[src/rtl/training_feeder.sv]
`timescale 1ns/1ps
`default_nettype none
// ============================================================================
// Module   : training_feeder
// Brief    : Holds a set of training cases and streams one case per pass into
//            the DNN in per-clock chunks. The absolute output-layer error of
//            each pass is summed and reported with a one-cycle valid pulse.
//            Optional macro FEEDER_LFSR_EN builds the random (LFSR) case order.
// Revision : 1.0  initial release
// ============================================================================
module training_feeder #(
    parameter int WIDTH     = 16,
    parameter int N_IN      = 16,
    parameter int N_OUT     = 4,
    parameter int A_CHUNK   = 4,
    parameter int Y_CHUNK   = 1,
    parameter int CASES     = 8,
    parameter int ERR_WIDTH = 24,
    localparam int c_iw     = $clog2(CASES)
) (
    input  logic                 clk,
    input  logic                 reset,
    input  logic                 run,
    input  logic                 mode,
    input  logic                 load_en,
    input  logic [c_iw-1:0]      load_addr,
    input  logic [N_IN-1:0]      load_a,
    input  logic [N_OUT-1:0]     load_y,
    input  logic [WIDTH-1:0]     dL,
    output logic [A_CHUNK-1:0]   act_in,
    output logic [Y_CHUNK-1:0]   y_in,
    output logic                 busy,
    output logic [c_iw-1:0]      case_idx,
    output logic [ERR_WIDTH-1:0] err_sum,
    output logic                 err_valid
);

    localparam int c_chunks = N_IN / A_CHUNK;
    localparam int c_cw     = $clog2(c_chunks + 2);
    localparam logic [c_cw-1:0] c_last_chunk = c_cw'(c_chunks - 1);
    localparam logic [c_cw-1:0] c_last_drain = c_cw'(1);

    typedef enum logic [1:0] {
        S_IDLE   = 2'd0,
        S_FEED   = 2'd1,
        S_DRAIN  = 2'd2,
        S_REPORT = 2'd3
    } state_t;

    state_t               r_state;
    state_t               w_state_nxt;
    logic [c_cw-1:0]      r_cnt;
    logic [c_cw-1:0]      w_cnt_nxt;
    logic                 w_select;
    logic                 w_report;
    logic [c_iw-1:0]      w_sel_idx;
    logic                 w_seq_step;
    logic [c_iw-1:0]      r_seq;

    logic [N_IN-1:0]      r_mem_a [CASES];
    logic [N_OUT-1:0]     r_mem_y [CASES];
    logic [N_IN-1:0]      r_a_sh;
    logic [N_OUT-1:0]     r_y_sh;

    logic [ERR_WIDTH-1:0] r_acc;
    logic [ERR_WIDTH-1:0] w_acc_sum;
    logic [ERR_WIDTH:0]   w_sum_wide;
    logic [WIDTH-1:0]     w_abs;

    // ------------------------------------------------------------------------
    // Case selection
    // ------------------------------------------------------------------------
`ifdef FEEDER_LFSR_EN
    logic [15:0] r_lfsr;
    logic [15:0] w_lfsr_nxt;

    always_comb begin
        w_lfsr_nxt = {r_lfsr[0] ^ r_lfsr[2] ^ r_lfsr[3] ^ r_lfsr[5], r_lfsr[15:1]};
        w_sel_idx  = mode ? w_lfsr_nxt[c_iw-1:0] : r_seq;
        w_seq_step = ~mode;
    end

    always_ff @(posedge clk or posedge reset) begin
        if (reset) begin
            r_lfsr <= 16'hACE1;
        end else if (w_select && mode) begin
            r_lfsr <= w_lfsr_nxt;
        end
    end
`else
    logic w_unused_mode;
    assign w_unused_mode = mode;

    always_comb begin
        w_sel_idx  = r_seq;
        w_seq_step = 1'b1;
    end
`endif

    // CASES is a power of two, so the natural overflow is the required wrap.
    always_ff @(posedge clk or posedge reset) begin
        if (reset) begin
            r_seq <= '0;
        end else if (w_select && w_seq_step) begin
            r_seq <= r_seq + 1'b1;
        end
    end

    // ------------------------------------------------------------------------
    // Pass sequencer
    // ------------------------------------------------------------------------
    always_comb begin
        w_state_nxt = r_state;
        w_cnt_nxt   = r_cnt;
        w_select    = 1'b0;
        w_report    = 1'b0;
        case (r_state)
            S_IDLE: begin
                if (run) begin
                    w_select    = 1'b1;
                    w_state_nxt = S_FEED;
                    w_cnt_nxt   = '0;
                end
            end
            S_FEED: begin
                if (r_cnt == c_last_chunk) begin
                    w_state_nxt = S_DRAIN;
                    w_cnt_nxt   = '0;
                end else begin
                    w_cnt_nxt = r_cnt + 1'b1;
                end
            end
            S_DRAIN: begin
                if (r_cnt == c_last_drain) begin
                    w_report    = 1'b1;
                    w_state_nxt = S_REPORT;
                    w_cnt_nxt   = '0;
                end else begin
                    w_cnt_nxt = r_cnt + 1'b1;
                end
            end
            S_REPORT: begin
                if (run) begin
                    w_select    = 1'b1;
                    w_state_nxt = S_FEED;
                end else begin
                    w_state_nxt = S_IDLE;
                end
                w_cnt_nxt = '0;
            end
            default: begin
                w_state_nxt = S_IDLE;
                w_cnt_nxt   = '0;
            end
        endcase
    end

    always_ff @(posedge clk or posedge reset) begin
        if (reset) begin
            r_state <= S_IDLE;
            r_cnt   <= '0;
        end else begin
            r_state <= w_state_nxt;
            r_cnt   <= w_cnt_nxt;
        end
    end

    // ------------------------------------------------------------------------
    // Case memory (a same-cycle snapshot reads the pre-write contents)
    // ------------------------------------------------------------------------
    always_ff @(posedge clk or posedge reset) begin
        if (reset) begin
            for (int i = 0; i < CASES; i++) begin
                r_mem_a[i] <= '0;
                r_mem_y[i] <= '0;
            end
        end else if (load_en) begin
            r_mem_a[load_addr] <= load_a;
            r_mem_y[load_addr] <= load_y;
        end
    end

    // ------------------------------------------------------------------------
    // Error magnitude and saturating accumulation
    // ------------------------------------------------------------------------
    always_comb begin
        // Unsigned reading of the negation gives 2^(WIDTH-1) for the most negative sample.
        w_abs      = dL[WIDTH-1] ? -dL : dL;
        w_sum_wide = {1'b0, r_acc} + {{(ERR_WIDTH + 1 - WIDTH){1'b0}}, w_abs};
        w_acc_sum  = w_sum_wide[ERR_WIDTH] ? {ERR_WIDTH{1'b1}} : w_sum_wide[ERR_WIDTH-1:0];
    end

    // ------------------------------------------------------------------------
    // Stream shifters and registered outputs
    // ------------------------------------------------------------------------
    always_ff @(posedge clk or posedge reset) begin
        if (reset) begin
            r_a_sh    <= '0;
            r_y_sh    <= '0;
            r_acc     <= '0;
            act_in    <= '0;
            y_in      <= '0;
            busy      <= 1'b0;
            case_idx  <= '0;
            err_sum   <= '0;
            err_valid <= 1'b0;
        end else begin
            busy      <= (w_state_nxt == S_FEED) || (w_state_nxt == S_DRAIN);
            err_valid <= w_report;
            if (w_report) begin
                err_sum <= w_acc_sum;
            end
            if (w_select) begin
                case_idx <= w_sel_idx;
                act_in   <= r_mem_a[w_sel_idx][A_CHUNK-1:0];
                y_in     <= r_mem_y[w_sel_idx][Y_CHUNK-1:0];
                r_a_sh   <= r_mem_a[w_sel_idx] >> A_CHUNK;
                r_y_sh   <= r_mem_y[w_sel_idx] >> Y_CHUNK;
                r_acc    <= '0;
            end else begin
                if (busy) begin
                    r_acc <= w_acc_sum;
                end
                if (r_state == S_FEED) begin
                    if (r_cnt == c_last_chunk) begin
                        act_in <= '0;
                        y_in   <= '0;
                    end else begin
                        act_in <= r_a_sh[A_CHUNK-1:0];
                        y_in   <= r_y_sh[Y_CHUNK-1:0];
                        r_a_sh <= r_a_sh >> A_CHUNK;
                        r_y_sh <= r_y_sh >> Y_CHUNK;
                    end
                end
            end
        end
    end

endmodule
`default_nettype wire
[config.mk]
export PLATFORM = sky130hd
export DESIGN_NAME = training_feeder
export DESIGN_NICKNAME = d
export VERILOG_FILES = /design/src/rtl/training_feeder.sv
export SDC_FILE = /design/constraint.sdc
export NUM_CORES = 1
export LEC_CHECK = 0
export ABC_AREA = 1
export CAP_MARGIN = 10
export CORE_MARGIN = 5
export CORE_UTILIZATION = 60
export DETAILED_ROUTE_END_ITERATION = 8
export GPL_TIMING_DRIVEN = 0
export PLACE_DENSITY = 0.81
export SETUP_SLACK_MARGIN = 0.02
export SYNTH_ARGS = -nofsm -noshare
export SYNTH_HDL_FRONTEND = slang
export SYNTH_SLANG_ARGS = --single-unit
[constraint.sdc]
create_clock -name clk -period 18.4 [get_ports clk]
set_input_delay 2.76 -clock clk [delete_from_list [all_inputs] [get_ports clk]]
set_output_delay 2.76 -clock clk [all_outputs]
set_load 0.02 [all_outputs]
# Word level (Yosys, flattened, before mapping)
# Index checks and enable logic that the tools add are counted.
op_classes:
  addsub: 4
  n_lt_le_gt_ge: 3
  n_eq_ne: 9
  muxes: 41
  bitwise: 2
  reduce_logical: 7
op_table:
  columns: ["cell", "n"]
  rows:
  - ["bitwise mux 128 bit", 1]
  - ["2-to-1 mux 16 bit", 7]
  - ["2-to-1 mux 24 bit", 3]
  - ["binary-select mux 16 bit (select 3 bit)", 1]
  - ["demux 16 bit (select 3 bit)", 1]
  - ["2-to-1 mux 4 bit", 9]
  - ["bitwise mux 32 bit", 1]
  - ["adder 24 x 16 -> 25 bit", 1]
  - ["negation 16 bit", 1]
  - ["binary-select mux 4 bit (select 3 bit)", 1]
  - ["demux 4 bit (select 3 bit)", 1]
  - ["case mux 3 bit (4 select lines)", 1]
  - ["2-to-1 mux 3 bit", 3]
  - ["greater-or-equal comparator 4 bit (second input constant)", 2]
  - ["2-to-1 mux 1 bit", 8]
  - ["NOT 3 -> 4 bit", 2]
  - ["case mux 2 bit (4 select lines)", 1]
  - ["adder 3 x 1 -> 3 bit (second input constant)", 2]
  - ["equality test 2 bit (second input constant)", 3]
  - ["2-to-1 mux 2 bit", 3]
  - ["equality test 2 x 1 -> 1 bit (second input constant)", 2]
  - ["< comparator 4 x 1 -> 1 bit (second input constant)", 1]
  - ["!= test 2 bit (second input constant)", 2]
  - ["nonzero test 2 bit", 2]
  - ["7 further kinds", 7]
word_totals:
  regBits: 246
  inputBits: 44
  elab_cells: 94

# Logic depth before layout (Yosys ltp)
depth:
  ltp_word: 6
  ltp_mapped: 19
  depth_no_buf: 19

# Worst setup path after synthesis
# OpenSTA, ideal clock, no wires.
synth_path:
  path_type: "input port to flip-flop"
  startpoint: "input dL[1]"
  endpoint: "register r_acc[1]"
  setup_time_ps: 117
  arrival_time_ps: 5010
  setup_slack_ps: 13272
  cell_stages: 18
  path_cell_list: "inv_1 > ha_1 > nand4_1 > o31ai_1 > o21ai_0 > xor2_1 > ha_1 > nand2_1 > inv_1 > nand2_1 > nand2_1 > a21oi_1 > nand2_2 > nand2_4 > inv_2 > or2_1 > nand2_1 > nand2_1"
synth_via:
  elab_chain_len: 6
synth_lines:
  columns: ["item", "line", "source"]
  rows:
  - ["from (decl)", "29", "input logic [WIDTH-1:0] dL,"]
  - ["negation 16 bit", "188", "w_abs = dL[WIDTH-1] ? -dL : dL;"]
  - ["2-to-1 mux 16 bit (*)", "188", null]
  - ["adder 24 x 16 -> 25 bit (*)", "189", "w_sum_wide = {1'b0, r_acc} + {{(ERR_WIDTH + 1 - WIDTH){1'b0}}, w_abs};"]
  - ["2-to-1 mux 24 bit (*)", "190", "w_acc_sum = w_sum_wide[ERR_WIDTH] ? {ERR_WIDTH{1'b1}} : w_sum_wide[ERR_WIDTH-1:0];"]
  - ["2-to-1 mux 24 bit (*)", "221", "if (busy) begin"]
  - ["2-to-1 mux 24 bit (*)", "213", "if (w_select) begin"]
  - ["to (signal assigned)", "222", "r_acc <= w_acc_sum;"]
  - ["to (decl)", "65", "logic [ERR_WIDTH-1:0] r_acc;"]
# Mark *: on every way between the ends. The rest lies on a longest branch, timed or not. The select of a mux whose other input is x is not followed.
# A chain may end at the register's enable or synchronous reset.

# Worst setup path after layout
layout_path:
  startpoint: "input dL[0]"
  endpoint: "register err_sum[8]"
layout_via:
  elab_chain_len: 4
layout_lines:
  columns: ["item", "line", "source"]
  rows:
  - ["negation 16 bit", "188", null]
  - ["2-to-1 mux 16 bit (*)", "188", null]
  - ["adder 24 x 16 -> 25 bit (*)", "189", null]
  - ["2-to-1 mux 24 bit (*)", "190", null]
  - ["to (signal assigned)", "211", "err_sum <= w_acc_sum;"]
  - ["to (decl)", "34", "output logic [ERR_WIDTH-1:0] err_sum,"]
# Mark *: on every way between the ends. The rest lies on a longest branch, timed or not.

==> out/results.tsv <==
stage	metric	value	unit
timing	fmax	0.177	GHz
routing	detail_route.wl_per_cell	17.5	um
cts	clk_pin_slew_worst_paths	0.06	ns
cts	cts_root_buf	clkbuf_16	
placed_design	place_congestion	0.914	
worst_setup_path	r2r_slack	15.97	ns
worst_setup_path	regToRegEndpoint	err_sum[8]	
floorplan	die_x	152	um
synthesis	synthMuxAreaShare	0	%
cts	post_cts_resized	0	
timing	finalSetupViolCount	0	
synthesis	synth_nets	1633	
routing	via_count	11100	
synthesis	synthAdderAreaFrac	3.25	%
synthesis	synth_top_family_by_area	simple AND/OR/NAND/NOR gates	
floorplan	die-area	23200	um2
routing	vias_per_cell	5.70	
placed_design	place_ws	12.28	ns
worst_setup_path	r2r_start	r_acc[0]	
worst_setup_path	cp.required	18.82	ns
placed_design	io_buffers	75	
routing	dr.pass1.iters	7	
timing	holdWs	0.475	ns
synthesis	synth_xor_area_share	1.66	%
cells_and_area	final_layout_size_suffix_gt1_share	4.99	%
timing	finalSetupTns	0	ns
synthesis	yosys.area_share.simple	24.0	%
cts	postCtsHoldBufs	0	
power_and_ir_drop	p_leak	6.87	nW
routing	ant_nets	0	
grt	overflow	0	
synthesis	synth_compound_area_share	15.2	%
worst_setup_path	ff2ff_path_depth	13	
timing	fin_ws	12.76	ns
cts	cts_tree	yes	
cells_and_area	diodes	0	
power_and_ir_drop	power_density	157	nW/um2
timing	fin_crit_sh	30.6	%
cts	clock_latency	0.55	ns
power_and_ir_drop	peakVddDrop	117	uV
floorplan	initial_core_util	60.5	%
job	drv_cap	0	
timing	drv_slew	0	
synthesis	syn_inst	1558	
cells_and_area	nNetsFinal	1737	
min_path	hold_class	reg2reg	
run_status	status	complete, no violations	
worst_setup_path	critPathArrivalTime	6.06	ns
timing	worst_pin_slew	0.874	ns
cts	post-cts-setup-buffer-count	0	
placed_design	dpl.hpwl	24100	um
timing	fin_crit	5.64	ns
cells_and_area	mostFrequentLayoutCells	nand2_1, o21ai_0, dfrtp_1	
routing	dr.first_iter.drc_count	1147	
floorplan	rows	52	
routing	totalWireLength	34200	um
timing	fin_skew	0.0242	ns
min_path	holdPathEnd	err_sum[13]	
synthesis	synth_seq_cells	241	
timing	maxSlewHeadroom	41.7	%
timing	rsz0062_at_grt	no	
cts	clkSinkCount	241	
worst_setup_path	cp-end-kind	register	
cts	cts_buffer_depth	3	
synthesis	yosysWarnings	0	
synthesis	ys_seq_area_share	49.6	%
synthesis	synth_cell_types	36	
grt	grt_pass1_wl	55700	um
min_path	hold_depth	2	
synthesis	syn-cell-area	12200	um2
routing	post-route-drc-count	0	
cells_and_area	area_growth	16.8	%
cts	numCtsBuffers	26	
floorplan	ios	78	
power_and_ir_drop	p_total	2.23	mW
timing	final_hold_viol_count	0	
cells_and_area	final_common_cell	nand2_1	
grt	antenna_found_initial	0	
worst_setup_path	start_kind	primary input	
grt	track_usage	29.1	%
grt	grt_max_degree	123	
floorplan	core	20100	um2
cts	htreeDepth	1	
worst_setup_path	path_class	in2reg	
grt	grt_pass1_vias	10900	
synthesis	syn_area_per_cell	7.81	um2
worst_setup_path	path_max_fanout	9	
min_path	hold_start	err_sum[13]	
floorplan	die_h	152	um
final cells by class:
cell class              count  area, um2
flip-flops and latches    241       6030
fillers                  1585       5910
multi-input cells        1116       5360
repair buffers             76        778
clock buffers              29        682
inverters                 127        484
well taps                 270        338
plain buffers              74        295
clock inverters            19        231
worst max-delay path, cell delays in order:
cell and delay (ns):
clkdlybuf4s50_1 0.44, inv_1 0.09, ha_1 0.18, nand4_1 0.15, o31ai_1 0.43, o21ai_0 0.20
xor2_1 0.19, ha_1 0.36, nand2_1 0.15, inv_1 0.05, nand2_1 0.06, nand2_1 0.06
a21oi_1 0.15, nand2_2 0.14, nand2_4 0.15, inv_2 0.11, or2_1 0.27, nand2_1 0.07
nand2_1 0.05
sequential cells by signal (all words and copies together), names as in the netlist:
| name | cells |
|---|---|
| act_in | 4 |
| r_mem_a | 128 |
| r_mem_y | 32 |
| r_a_sh | 12 |
| case_idx | 3 |
| err_sum | 24 |
| r_state | 2 |
| busy | 1 |
| r_acc | 24 |
| r_cnt | 3 |
| err_valid | 1 |
| r_seq | 3 |
| y_in | 1 |
| r_y_sh | 3 |
worst max path at each step:
stage | startpoint | endpoint | slack, ns | cells after the start
after global routing | dL[0] | err_sum[8] | 12.53 | 19
after detailed placement | dL[0] | r_acc[1] | 12.28 | 19
after CTS | dL[0] | err_sum[8] | 12.81 | 19
final | dL[0] | err_sum[8] | 12.76 | 19
after global placement | reset | r_mem_a[63] | 6.16 | 2
after floorplan | reset | act_in[0] | 9.02 | 1
where the power goes:
group          total [mW]  internal, mW  switching [mW]
sequential          0.756         0.669          0.0869
combinational       0.924         0.319           0.605
clock               0.549         0.326           0.223
total                2.23          1.31           0.915
logic make-up (layout without fill, tap and decap cells):
kind of cell             count (synthesis)  in the layout
AND/OR/NAND/NOR                        711            711
AO/OA/AOI/OAI                          351            351
flip-flops                             241            241
buffers and inverters                  201            325
adder cells (fa/ha/maj)                 31             31
XOR/XNOR                                23             23
cell usage after synthesis, drive strengths merged:
master	n	area [um2]
dfrtp	241	6030
xnor2	2	17.5
buf	10	55.1
clkbuf	64	240
nand4	19	119
inv	127	477
o21ai	263	1320
nand2	472	1790
o21bai	2	15.0
o31ai	2	15.0
and2	2	12.5
ha	30	375
fa	1	20.0
a21oi	33	169
nand3	49	300
xor2	21	184
o211ai	6	45.0
nand3b	1	7.51
a21o	1	7.51
nor4	1	6.26
o22ai	41	257
or2	7	43.8
nor3	5	30.0
a31oi	3	18.8
nor2	155	607
metrics by stage:
step	std cells	area, um2	utilization, %
6_report	1952	14200	70.6
4_1_cts	1952	14200	70.6
3_3_place_gp	1903	13200	65.9
3_5_place_dp	1904	13300	66.1
2_1_floorplan	1558	12200	-
5_1_grt	1952	14200	70.6
metal layers:
metal	routed length, um	GRT usage, %	part of all wire, %	vias up
li1	-	-	-	5267
met1	13600	37.3	40	5211
met2	16000	48.6	47	528
met3	2790	4.83	8.2	119
met4	1770	14.0	5.2	0
met5	0	0	0	-
No activity file was read; power rests on OpenSTA's default activity.
==> RTL change: new RTL, config.mk and constraints unchanged <==
Add a define of `FEEDER_LFSR_EN`.
--- a/src/rtl/training_feeder.sv
+++ b/src/rtl/training_feeder.sv
@@ -8,6 +8,8 @@
 //            Optional macro FEEDER_LFSR_EN builds the random (LFSR) case order.
 // Revision : 1.0  initial release
 // ============================================================================
+`define FEEDER_LFSR_EN
+
 module training_feeder #(
     parameter int WIDTH     = 16,
     parameter int N_IN      = 16,
Formal check against the unedited RTL: not equivalent (Yosys sat finds a counterexample within 10 cycles, from zero or initial values and one cycle with reset high).
==> RTL change against the original RTL <==
  * Clock skew decreased by 13 ps
  * Power rose by 3.8%
  * Register-to-register slack improved by 20 ps
  * Non-clock buffer count is 5 higher
  * Core utilization down 0.41 points
  * Combinational power grew 2%
  * Worst setup slack gained 1.1 ps
  * Count of clock-buffer cells in the layout increased by 11
  * Sequential share of layout area shrank 0.31 points
  * Final cell count grew 6.7%
  * Routed wire length is 5.4% higher
  * Synthesized area is 8.4% higher
  * Cell area rose by 7.6%
  * Sequential cell count up 16
==> RTL change: results <==
<?xml version="1.0" encoding="UTF-8"?>
<metrics>
  <group name="setup_path">
    <metric name="worstPathMaxFanout" unit="">10</metric>
  </group>
  <group name="pwr">
    <metric name="peakVddDrop" unit="mV">0.0803</metric>
    <metric name="power.leakage" unit="µW">0.00760</metric>
    <metric name="seq_power" unit="µW">818</metric>
    <metric name="powerComb" unit="µW">943</metric>
    <metric name="power.share.switching" unit="%">39.9</metric>
  </group>
  <group name="yosys">
    <metric name="area_share_of_xor_xnor_cells_in_the_synthesized_design" unit="%">1.66</metric>
    <metric name="synth_fp_nets" unit="">1748</metric>
    <metric name="compound_gate_fraction_of_synth_area" unit="%">13.0</metric>
    <metric name="ys_top_cells_by_area" unit="">sky130_fd_sc_hd__dfrtp_1 (47%), sky130_fd_sc_hd__nand2_1 (16%), sky130_fd_sc_hd__o21ai_0 (8.1%)</metric>
    <metric name="synth_cell_types" unit="">41</metric>
    <metric name="synth_common_cells" unit="">sky130_fd_sc_hd__nand2_1 (579), sky130_fd_sc_hd__dfrtp_1 (249), sky130_fd_sc_hd__o21ai_0 (213), sky130_fd_sc_hd__inv_1 (159), sky130_fd_sc_hd__nand3_1 (96)</metric>
    <metric name="share_of_synthesized_area_occupied_by_flip_flops_and_latches" unit="%">48.9</metric>
    <metric name="synth_adder_area_share" unit="%">3.00</metric>
  </group>
  <group name="sta">
    <metric name="fin_skew" unit="ps">11.6</metric>
    <metric name="transition_time_at_the_pin_with_the_least_slew_margin" unit="ps">586</metric>
  </group>
  <group name="drt">
    <metric name="wl_met1" unit="µm">14200</metric>
    <metric name="routed-wl-met2" unit="µm">17800</metric>
    <metric name="drc_marker_count_from_the_first_detailed_route_iteration" unit="">989</metric>
    <metric name="detailroute.wirelength.met3" unit="µm">2980</metric>
    <metric name="post_detailed_routing_wire_length" unit="µm">36000</metric>
    <metric name="avgViaCountPerCell" unit="">5.61</metric>
  </group>
  <group name="run_status">
    <metric name="outcome" unit="">completed</metric>
  </group>
  <group name="clocking">
    <metric name="cts-buffers-inserted" unit="">28</metric>
  </group>
  <group name="place">
    <metric name="dp_hpwl" unit="µm">25800</metric>
    <metric name="post_dp_cell_area" unit="µm²">14400</metric>
    <metric name="globalplace.congestion" unit="">0.930</metric>
    <metric name="io_buffer_count" unit="">76</metric>
  </group>
  <group name="cells_and_area">
    <metric name="finalNetCount" unit="">1856</metric>
  </group>
  <group name="grt">
    <metric name="grt_pass1_vias" unit="">11429</metric>
    <metric name="globalRouteTotalUtil" unit="%">29.3</metric>
    <metric name="wire_length_of_the_first_global_routing_pass" unit="µm">58500</metric>
    <metric name="grt_antenna_before_repair" unit="">0</metric>
  </group>
</metrics>
## RTL change: cell types whose count changed after synthesis, moves of 10 or more
cell                       before  now
sky130_fd_sc_hd__nand2_1      466  579
sky130_fd_sc_hd__nor2_1       151   78
sky130_fd_sc_hd__nand3_1       38   96
sky130_fd_sc_hd__o21ai_0      253  213
sky130_fd_sc_hd__o22ai_1       41    4
sky130_fd_sc_hd__inv_1        124  159
sky130_fd_sc_hd__o21ai_1       10   34
sky130_fd_sc_hd__clkbuf_1      64   42
sky130_fd_sc_hd__buf_2          8   23
sky130_fd_sc_hd__o211ai_2       0   12
sky130_fd_sc_hd__mux2_2         0   10
## RTL change: cell type report
class                           count  area [µm²]
Fill cell                        1754        6480
Sequential cell                   257        6440
Multi-Input combinational cell   1172        5720
Timing Repair Buffer               78         816
Clock buffer                       40         806
Inverter                          167         634
Buffer                             77         393
Tap cell                          280         350
Clock inverter                     12         118
## RTL change: final timing paths
kind | from | slack (ps) | to | cells past startpoint
worst max-delay path | dL[0] | 12760 | err_sum[21] | 19
worst min-delay path | r_seq[2] | 470 | r_seq[2] | 1
worst max register to register | r_acc[0] | 15990 | err_sum[21] | 13
worst min register to register | r_seq[2] | 470 | r_seq[2] | 1
max in group asynchronous | reset | 14410 | r_mem_a[18] | 4
min in group asynchronous | reset | 2660 | err_sum[3] | 2
## RTL change: stage by stage
step | instances | power, µW | worst slack [ps]
global route | 2083 | 2470 | 12580
finish | 2083 | 2310 | 12760
CTS | 2083 | 2310 | 12770
detailed placement | 2031 | 1750 | 12230
floorplan | 1673 | 1450 | 8580
global placement | 2029 | 1720 | 5500
## RTL change: routing by layer
metal | track usage, % | vias up
met5 | 0 | -
li1 | - | 5579
met1 | 37.8 | 5542
met2 | 50.2 | 498
met3 | 5.41 | 75
met4 | 9.79 | 0
